$ cat config.mk
export PLATFORM = sky130hd
export DESIGN_NAME = control_sequencer
export DESIGN_NICKNAME = d
export VERILOG_FILES = /design/src/rtl/control_sequencer_pkg.sv /design/src/rtl/control_sequencer_instr_decode.sv /design/src/rtl/control_sequencer.sv
export SDC_FILE = /design/constraint.sdc
export NUM_CORES = 1
export LEC_CHECK = 0
export CAP_MARGIN = 15
export CORE_ASPECT_RATIO = 0.9
export CORE_MARGIN = 2
export CORE_UTILIZATION = 61
export DETAILED_ROUTE_END_ITERATION = 10
export DONT_BUFFER_PORTS = 1
export GPL_TIMING_DRIVEN = 0
export HOLD_SLACK_MARGIN = 0.12
export PLACE_DENSITY_LB_ADDON = 0.3
export SLEW_MARGIN = 15
export SYNTH_ARGS = -nofsm -noshare
export SYNTH_HDL_FRONTEND = slang
export SYNTH_SLANG_ARGS = --single-unit
$ cat constraint.sdc
create_clock -name clock -period 3.6 [get_ports clock]
set_clock_uncertainty 0.05 [all_clocks]
set_input_delay 0.18 -clock clock [delete_from_list [all_inputs] [get_ports clock]]
set_output_delay 0.18 -clock clock [all_outputs]
set_load 0.1 [all_outputs]
$ cat src/rtl/control_sequencer_pkg.sv
// Shared encodings for the control sequencer: ALU codes, opcodes, FSM states
// and the instruction-register field layout.
package control_sequencer_pkg;

    typedef enum logic [3:0] {
        ALU_ADD   = 4'd0,
        ALU_SUB   = 4'd1,
        ALU_AND   = 4'd2,
        ALU_OR    = 4'd3,
        ALU_NEG   = 4'd4,
        ALU_NOT   = 4'd5,
        ALU_SHR   = 4'd6,
        ALU_SHRA  = 4'd7,
        ALU_SHL   = 4'd8,
        ALU_ROR   = 4'd9,
        ALU_ROL   = 4'd10,
        ALU_MUL   = 4'd11,
        ALU_DIV   = 4'd12,
        ALU_INCPC = 4'd13,
        ALU_NONE  = 4'd14
    } alu_op_e;

    localparam logic [4:0] OP_ADD  = 5'b00011;
    localparam logic [4:0] OP_SUB  = 5'b00100;
    localparam logic [4:0] OP_AND  = 5'b00101;
    localparam logic [4:0] OP_OR   = 5'b00110;
    localparam logic [4:0] OP_SHR  = 5'b00111;
    localparam logic [4:0] OP_SHRA = 5'b01000;
    localparam logic [4:0] OP_SHL  = 5'b01001;
    localparam logic [4:0] OP_ROR  = 5'b01010;
    localparam logic [4:0] OP_ROL  = 5'b01011;
    localparam logic [4:0] OP_MUL  = 5'b01111;
    localparam logic [4:0] OP_DIV  = 5'b10000;
    localparam logic [4:0] OP_NEG  = 5'b10001;
    localparam logic [4:0] OP_NOT  = 5'b10010;

    typedef enum logic [3:0] {
        S_IDLE, S_T0, S_T1, S_T2, S_T3, S_T4, S_T5, S_T6, S_DONE
    } state_e;

    typedef enum logic [1:0] {
        CLS_RRR, CLS_RR, CLS_MULDIV, CLS_ILLEGAL
    } instr_class_e;

    localparam int OPC_MSB = 31;
    localparam int OPC_LSB = 27;
    localparam int RA_MSB  = 26;
    localparam int RA_LSB  = 23;
    localparam int RB_MSB  = 22;
    localparam int RB_LSB  = 19;
    localparam int RC_MSB  = 18;
    localparam int RC_LSB  = 15;

endpackage

$ cat src/rtl/control_sequencer_instr_decode.sv
// Opcode decoder: maps an opcode to its ALU code and execution class.
module instr_decode
    import control_sequencer_pkg::*;
(
    input  logic [4:0]   opcode,
    output alu_op_e      alu_op,
    output instr_class_e iclass
);

    always_comb begin
        alu_op = ALU_NONE;
        iclass = CLS_RRR;
        case (opcode)
            OP_ADD:  alu_op = ALU_ADD;
            OP_SUB:  alu_op = ALU_SUB;
            OP_AND:  alu_op = ALU_AND;
            OP_OR:   alu_op = ALU_OR;
            OP_SHR:  alu_op = ALU_SHR;
            OP_SHRA: alu_op = ALU_SHRA;
            OP_SHL:  alu_op = ALU_SHL;
            OP_ROR:  alu_op = ALU_ROR;
            OP_ROL:  alu_op = ALU_ROL;
            OP_MUL:  begin alu_op = ALU_MUL; iclass = CLS_MULDIV; end
            OP_DIV:  begin alu_op = ALU_DIV; iclass = CLS_MULDIV; end
            OP_NEG:  begin alu_op = ALU_NEG; iclass = CLS_RR;     end
            OP_NOT:  begin alu_op = ALU_NOT; iclass = CLS_RR;     end
            default: iclass = CLS_ILLEGAL;
        endcase
    end

endmodule

$ cat src/rtl/control_sequencer.sv
// Moore FSM sequencing fetch and execute micro-steps for one instruction
// per start request.
module control_sequencer
    import control_sequencer_pkg::*;
(
    input  logic        clock,
    input  logic        clear,
    input  logic        start,
    input  logic [31:0] IR,
    output logic        PCout,
    output logic        ZLowout,
    output logic        ZHighout,
    output logic        MDRout,
    output logic        Rout,
    output logic        MARin,
    output logic        Zin,
    output logic        PCin,
    output logic        MDRin,
    output logic        IRin,
    output logic        Yin,
    output logic        LOin,
    output logic        HIin,
    output logic        read,
    output logic        Rin,
    output logic [3:0]  ALU_operation,
    output logic [3:0]  reg_select,
    output logic        busy,
    output logic        done,
    output logic        illegal
);

    state_e       state, state_nxt;
    alu_op_e      dec_alu;
    instr_class_e dec_cls;

    wire [3:0] ra = IR[RA_MSB:RA_LSB];
    wire [3:0] rb = IR[RB_MSB:RB_LSB];
    wire [3:0] rc = IR[RC_MSB:RC_LSB];

    logic unused_ir_bits;
    assign unused_ir_bits = ^IR[RC_LSB-1:0];

    instr_decode u_decode (
        .opcode (IR[OPC_MSB:OPC_LSB]),
        .alu_op (dec_alu),
        .iclass (dec_cls)
    );

    always_ff @(posedge clock) begin
        if (!clear) state <= S_IDLE;
        else        state <= state_nxt;
    end

    always_comb begin
        state_nxt = S_IDLE;
        case (state)
            S_IDLE: state_nxt = start ? S_T0 : S_IDLE;
            S_T0:   state_nxt = S_T1;
            S_T1:   state_nxt = S_T2;
            S_T2:   state_nxt = S_T3;
            S_T3:   state_nxt = (dec_cls == CLS_ILLEGAL) ? S_DONE : S_T4;
            S_T4:   state_nxt = (dec_cls == CLS_RR) ? S_DONE : S_T5;
            S_T5:   state_nxt = (dec_cls == CLS_MULDIV) ? S_T6 : S_DONE;
            S_T6:   state_nxt = S_DONE;
            default: state_nxt = S_IDLE;
        endcase
    end

    always_comb begin
        PCout = 1'b0; ZLowout = 1'b0; ZHighout = 1'b0; MDRout = 1'b0;
        Rout  = 1'b0; MARin   = 1'b0; Zin      = 1'b0; PCin   = 1'b0;
        MDRin = 1'b0; IRin    = 1'b0; Yin      = 1'b0; LOin   = 1'b0;
        HIin  = 1'b0; read    = 1'b0; Rin      = 1'b0;
        ALU_operation = ALU_NONE;
        reg_select    = 4'd0;
        busy    = (state != S_IDLE);
        done    = (state == S_DONE);
        illegal = (state == S_DONE) && (dec_cls == CLS_ILLEGAL);
        case (state)
            S_T0: begin PCout = 1'b1; MARin = 1'b1; Zin = 1'b1; ALU_operation = ALU_INCPC; end
            S_T1: begin ZLowout = 1'b1; PCin = 1'b1; read = 1'b1; MDRin = 1'b1; end
            S_T2: begin MDRout = 1'b1; IRin = 1'b1; end
            S_T3: begin
                case (dec_cls)
                    CLS_RRR:    begin Rout = 1'b1; reg_select = rb; Yin = 1'b1; end
                    CLS_RR:     begin Rout = 1'b1; reg_select = rb; ALU_operation = dec_alu; Zin = 1'b1; end
                    CLS_MULDIV: begin Rout = 1'b1; reg_select = ra; Yin = 1'b1; end
                    default: ;
                endcase
            end
            S_T4: begin
                case (dec_cls)
                    CLS_RRR:    begin Rout = 1'b1; reg_select = rc; ALU_operation = dec_alu; Zin = 1'b1; end
                    CLS_RR:     begin ZLowout = 1'b1; Rin = 1'b1; reg_select = ra; end
                    CLS_MULDIV: begin Rout = 1'b1; reg_select = rb; ALU_operation = dec_alu; Zin = 1'b1; end
                    default: ;
                endcase
            end
            S_T5: begin
                // Multiply/divide park the low half in LO; everything else writes back to Ra.
                if (dec_cls == CLS_MULDIV) begin
                    ZLowout = 1'b1; LOin = 1'b1;
                end else if (dec_cls == CLS_RRR) begin
                    ZLowout = 1'b1; Rin = 1'b1; reg_select = ra;
                end
            end
            S_T6: begin ZHighout = 1'b1; HIin = 1'b1; end
            default: ;
        endcase
    end

endmodule

# [After elaboration in Yosys (flattened, before gate mapping)]
# Cells that the tools add are included.
[totals] in_bits=35 output_inout_bits=26 ff_bits=4 wordCells=67
[classes] eq_ne=24 n_reduce_logical=10 n_mux=32
[ops] op="$pmux 4 s13" count=1
[ops] op="$pmux 4 s3" count=3
[ops] op="$pmux 4 s8" count=1
[ops] op="$mux 4" count=7
[ops] op="$eq 5x4->1 const B" count=5
[ops] op="$eq 5x3->1 const B" count=4
[ops] op="$eq 4x3->1 const B" count=4
[ops] op="$eq 5x5->1 const B" count=3
[ops] op="$mux 1" count=14
[ops] op="$reduce_or 9->1" count=1
[ops] op="$eq 4x2->1 const B" count=2
[ops] op="$pmux 4 s2" count=1
[ops] op="$reduce_or 2->1" count=4
[ops] op="$pmux 1 s3" count=2
[ops] op="$pmux 2 s3" count=1
[ops] op="$eq 5x2->1 const B" count=1
[ops] op="$eq 2x2->1 const B" count=2
[ops] op="$eq 4x1->1 const B" count=1
[ops] op="$eq 4x4->1 const B" count=1
[ops] op="$logic_not 4->1" count=1
[ops] op="$pmux 1 s2" count=2
[ops] op="$reduce_bool 4->1" count=1
[ops] op="$reduce_or 3->1" count=1
[ops] op="$eq 2x1->1 const B" count=1
[ops] op="other kinds (2)" count=2

# [Longest topological paths before layout]
[logic_depth] depth_word=7 depth_mapped=6 depth_no_buf=4

# [Hierarchy]
# From an unflattened synthesis, not the netlist that was laid out.
[unflattened] hier_cells=138 hier_area_um2=1007.2
[by_module_without_submodules] mod="control_sequencer" area_each_um2=754.5 n_inst=1 cells_each=102
[by_module_without_submodules] mod="instr_decode" area_each_um2=252.7 n_inst=1 cells_each=36

# [Worst setup path after synthesis]
# No wires, ideal clock.
[synth_path] kind="register to output" from="register state[1]" to="output ALU_operation[0]" stages_incl_launch_ff=6 n_path_buf=1 slack_ns=-1.900 arrival_ns=5.270 required_ns=3.370 path_cell_list="dfxtp_1 -> clkbuf_1 -> nand2b_1 -> nor3_1 -> a211oi_1 -> a211oi_1"
[synth_via] elab_chain_len=2
[synth_rtl] item="from (decl)" line_no="control_sequencer.sv:32" text="state_e state, state_nxt;"
[synth_rtl] item="from (signal assigned)" line_no="control_sequencer.sv:51" text="else state <= state_nxt;"
[synth_rtl] item="$eq 4x3->1 or $eq 4x1->1 (tied branches)" line_no="control_sequencer.sv:79" text="case (state)"
[synth_rtl] item="$pmux 4 s3 *" line_no="control_sequencer.sv:79"
[synth_rtl] item="to (decl)" line_no="control_sequencer.sv:25" text="output logic [3:0] ALU_operation,"
# Every way passes the cells marked *; elsewhere a longest branch is shown, timed or not.

# [Worst setup path in the final report]
[layout_path] from="register state[2]" to="output ZHighout"
[layout_via] elab_chain_len=2
[layout_rtl] item="$eq 4x3->1"
[layout_rtl] item="$mux 1"
[layout_rtl] item="to (decl)" line_no="control_sequencer.sv:12" text="output logic ZHighout,"
# Every way passes these cells.

==> out/metrics.yaml <==
cp_max_fo: 10
syn2layout_area_growth_pct: 22.92
min_from: "start"
cp.arrival_ns: 2.91
fin_crit_ns: 3.144
wl_per_cell_um: 19.18
cp-end-kind: "primary output"
grt_usage_pct: 33.73
slew_violations: 0
maxCapViolations: 0
die_y_um: 41.43
synthArstFlopShare_pct: 0
syn_nets: 169
irDropWorstVdd_v: 0.0003386
fin_area_mm2: 0.001167
placedCellCount: 154
synth.avg_cell_area_um2: 7.087
cts-buffers-inserted: 3
grt_pass1_vias: 1117
clock_sinks: 4
clk_pin_slew_ns: 0.04
slowest_delay_ns: 0.91
r2r_start: "state[1]$_SDFF_PN0_"
rsz0062_at_grt: "no"
viasPerCell: 7.430
cts_setup_buffers: 0
finalCritPeriodShare_pct: 87.33
start_util_pct: 65.60
synthFlopType: "dfxtp_1"
path_class: "register to primary output"
path_buf_inv: 2
cts_buffer_depth: 2
startpoint_type: "register"
h-tree-depth: 1
yosys_register_bits: 4
p_leak_nw: 0.4453
synth-edff-count: 0
reg2reg_to: "state[0]$_SDFF_PN0_"
largest_reg_flops: 4
yosys.area_share.simple_pct: 29.38
synthMuxAreaShare_pct: 7.510
grt_pass1_wl_mm: 4.933
critical-path-top-delay-family: "simple AND/OR/NAND/NOR gates"
reg2regPathDepth: 7
drt_first_iter_violations: 80
synthCells: 134
seq_area_frac_synth_pct: 8.432
finalHoldViolCount: 0
drt_drc_violations_left: 0
fin_cells: 158
tightest_slew_ns: 1.182
largest_register: "state"
num_vias: 1174
die-area_mm2: 0.001889
antenna_found_initial: 0
die_x_um: 45.59
cts_root_buf: "clkbuf_4"
setup_viol: 0
hold_end: "state[0]$_SDFF_PN0_"
pwr_density_cell_mw_per_mm2: 355.9
final_antenna_net_count: 0
synth_compound_area_share_pct: 37.42
reg_top3: "state (4)"
slew_headroom_pct: 21.25
crit_chain: "clkbuf_1 -> nor2b_1 -> and3_1 -> buf_4"
post-place-ws_ns: 0.7828
placed_cell_area_mm2: 0.001135
synth_top_family_by_area: "compound AO/OA/AOI/OAI gates"
drive_gt1_share_pct: 25.17
wl_mm: 3.030
overflow: 0
cp.required_ns: 3.37
insertion_delay_ns: 0.24
dr.pass1.iters: 4
io_pins: 61
antennaDiodeCount: 0
hold_path.class: "primary input to register"
hpwl_mm: 2.308
cpMaxStageDelayCell: "and3_1"
routabilityCongestion: 0.8754
synth_area_um2: 949.7
rows: 13
ys_types: 50
coreArea_mm2: 0.001448
synth-xor-area-share_pct: 1.845
fin_ws_ns: 0.4563
fmax_ghz: 0.3181
yosysWarnings: 0
grt_max_degree: 11
port_buffers: 0
hold_path_depth: 2
r2r_slack_ns: 1.63
layout_common_cells: "nor2_1, a21oi_1, clkbuf_1, nand2b_1, nand2_1"
status: "finished clean"
final_nets: 180
cts_tree: "built"
synthAdderAreaFrac_pct: 1.054
crit_start: "state[2]$_SDFF_PN0_"
-- area by class of cell --
type	instances	area [um^2]
clock buffer	3	22.52
fill	99	280.3
multi-input combinational	105	834.6
timing repair buffer	6	75.07
inverter	6	22.52
sequential	4	80.08
tap	15	18.77
buffer	19	113.9
-- synthesized netlist by cell type (all sizes together) (2+ instances only) --
| master | number | area, um^2 |
|---|---|---|
| buf | 12 | 87.58 |
| nor2 | 11 | 41.29 |
| a21oi | 10 | 50.05 |
| clkbuf | 7 | 26.28 |
| nand2 | 7 | 26.28 |
| nand2b | 7 | 43.79 |
| a211oi | 6 | 45.04 |
| inv | 6 | 22.52 |
| mux2i | 6 | 60.06 |
| a222oi | 4 | 40.04 |
| dfxtp | 4 | 80.08 |
| o221ai | 4 | 35.03 |
| a31oi | 3 | 18.77 |
| nand3 | 3 | 15.01 |
| nor3 | 3 | 15.01 |
| or4b | 3 | 33.78 |
| a21o | 2 | 15.01 |
| a2bb2oi | 2 | 17.52 |
| and3 | 2 | 12.51 |
| nand4bb | 2 | 22.52 |
| nor2b | 2 | 12.51 |
| o211ai | 2 | 15.01 |
| o21ai | 2 | 10.01 |
| o22ai | 2 | 18.77 |
| or3 | 2 | 12.51 |
-- worst max-delay path by stage --
| stage | end | depth (start not counted) |
|---|---|---|
| after detailed placement | ZHighout | 4 |
| after floorplan | ALU_operation[0] | 5 |
| after CTS | ZHighout | 4 |
| after global routing | ZHighout | 4 |
| final | ZHighout | 4 |
| after global placement | ALU_operation[0] | 5 |
-- metal layers --
metal / track usage [%] / wire [um]
met1: 44.56 / 1094
met2: 54.93 / 1524
met3: 3.478 / 327
met4: 12.35 / 84
met5: 0 / 0
-- through the flow --
| step | utilization, % | power [mW] | TNS [ns] | hold slack, ns |
|---|---|---|---|---|
| after floorplan | - | 0.2980 | -0.05793 | 0.2895 |
| after global placement | 68.37 | 0.3141 | -0.3279 | 0.3142 |
| after detailed placement | 78.39 | 0.3531 | 0 | 0.3124 |
| after CTS | 80.64 | 0.4120 | 0 | 0.1581 |
| after global routing | 80.64 | 0.4317 | 0 | 0.2310 |
| final | 80.64 | 0.4155 | 0 | 0.1622 |
-- repair_timing --
action / in CTS / in global routing
endpoints found under the hold margin: 4 / 0
gates resized for setup: 0 / 0
hold buffers: 1 / 0
-- where the power goes --
group,internal (mW),leakage [nW],switching (mW)
sequential,0.0485,0.0326,0.00222
combinational,0.0713,0.399,0.235
clock,0.0375,0.0138,0.0212
-- cell families after synthesis --
group                    count (synthesis)
multiplexers                             7
adder cells (fa/ha/maj)                  1
AND/OR/NAND/NOR                         48
flip-flops                               4
XOR/XNOR                                 2
buffers and inverters                   25
AO/OA/AOI/OAI                           47
(Power assumes the default switching activity.)
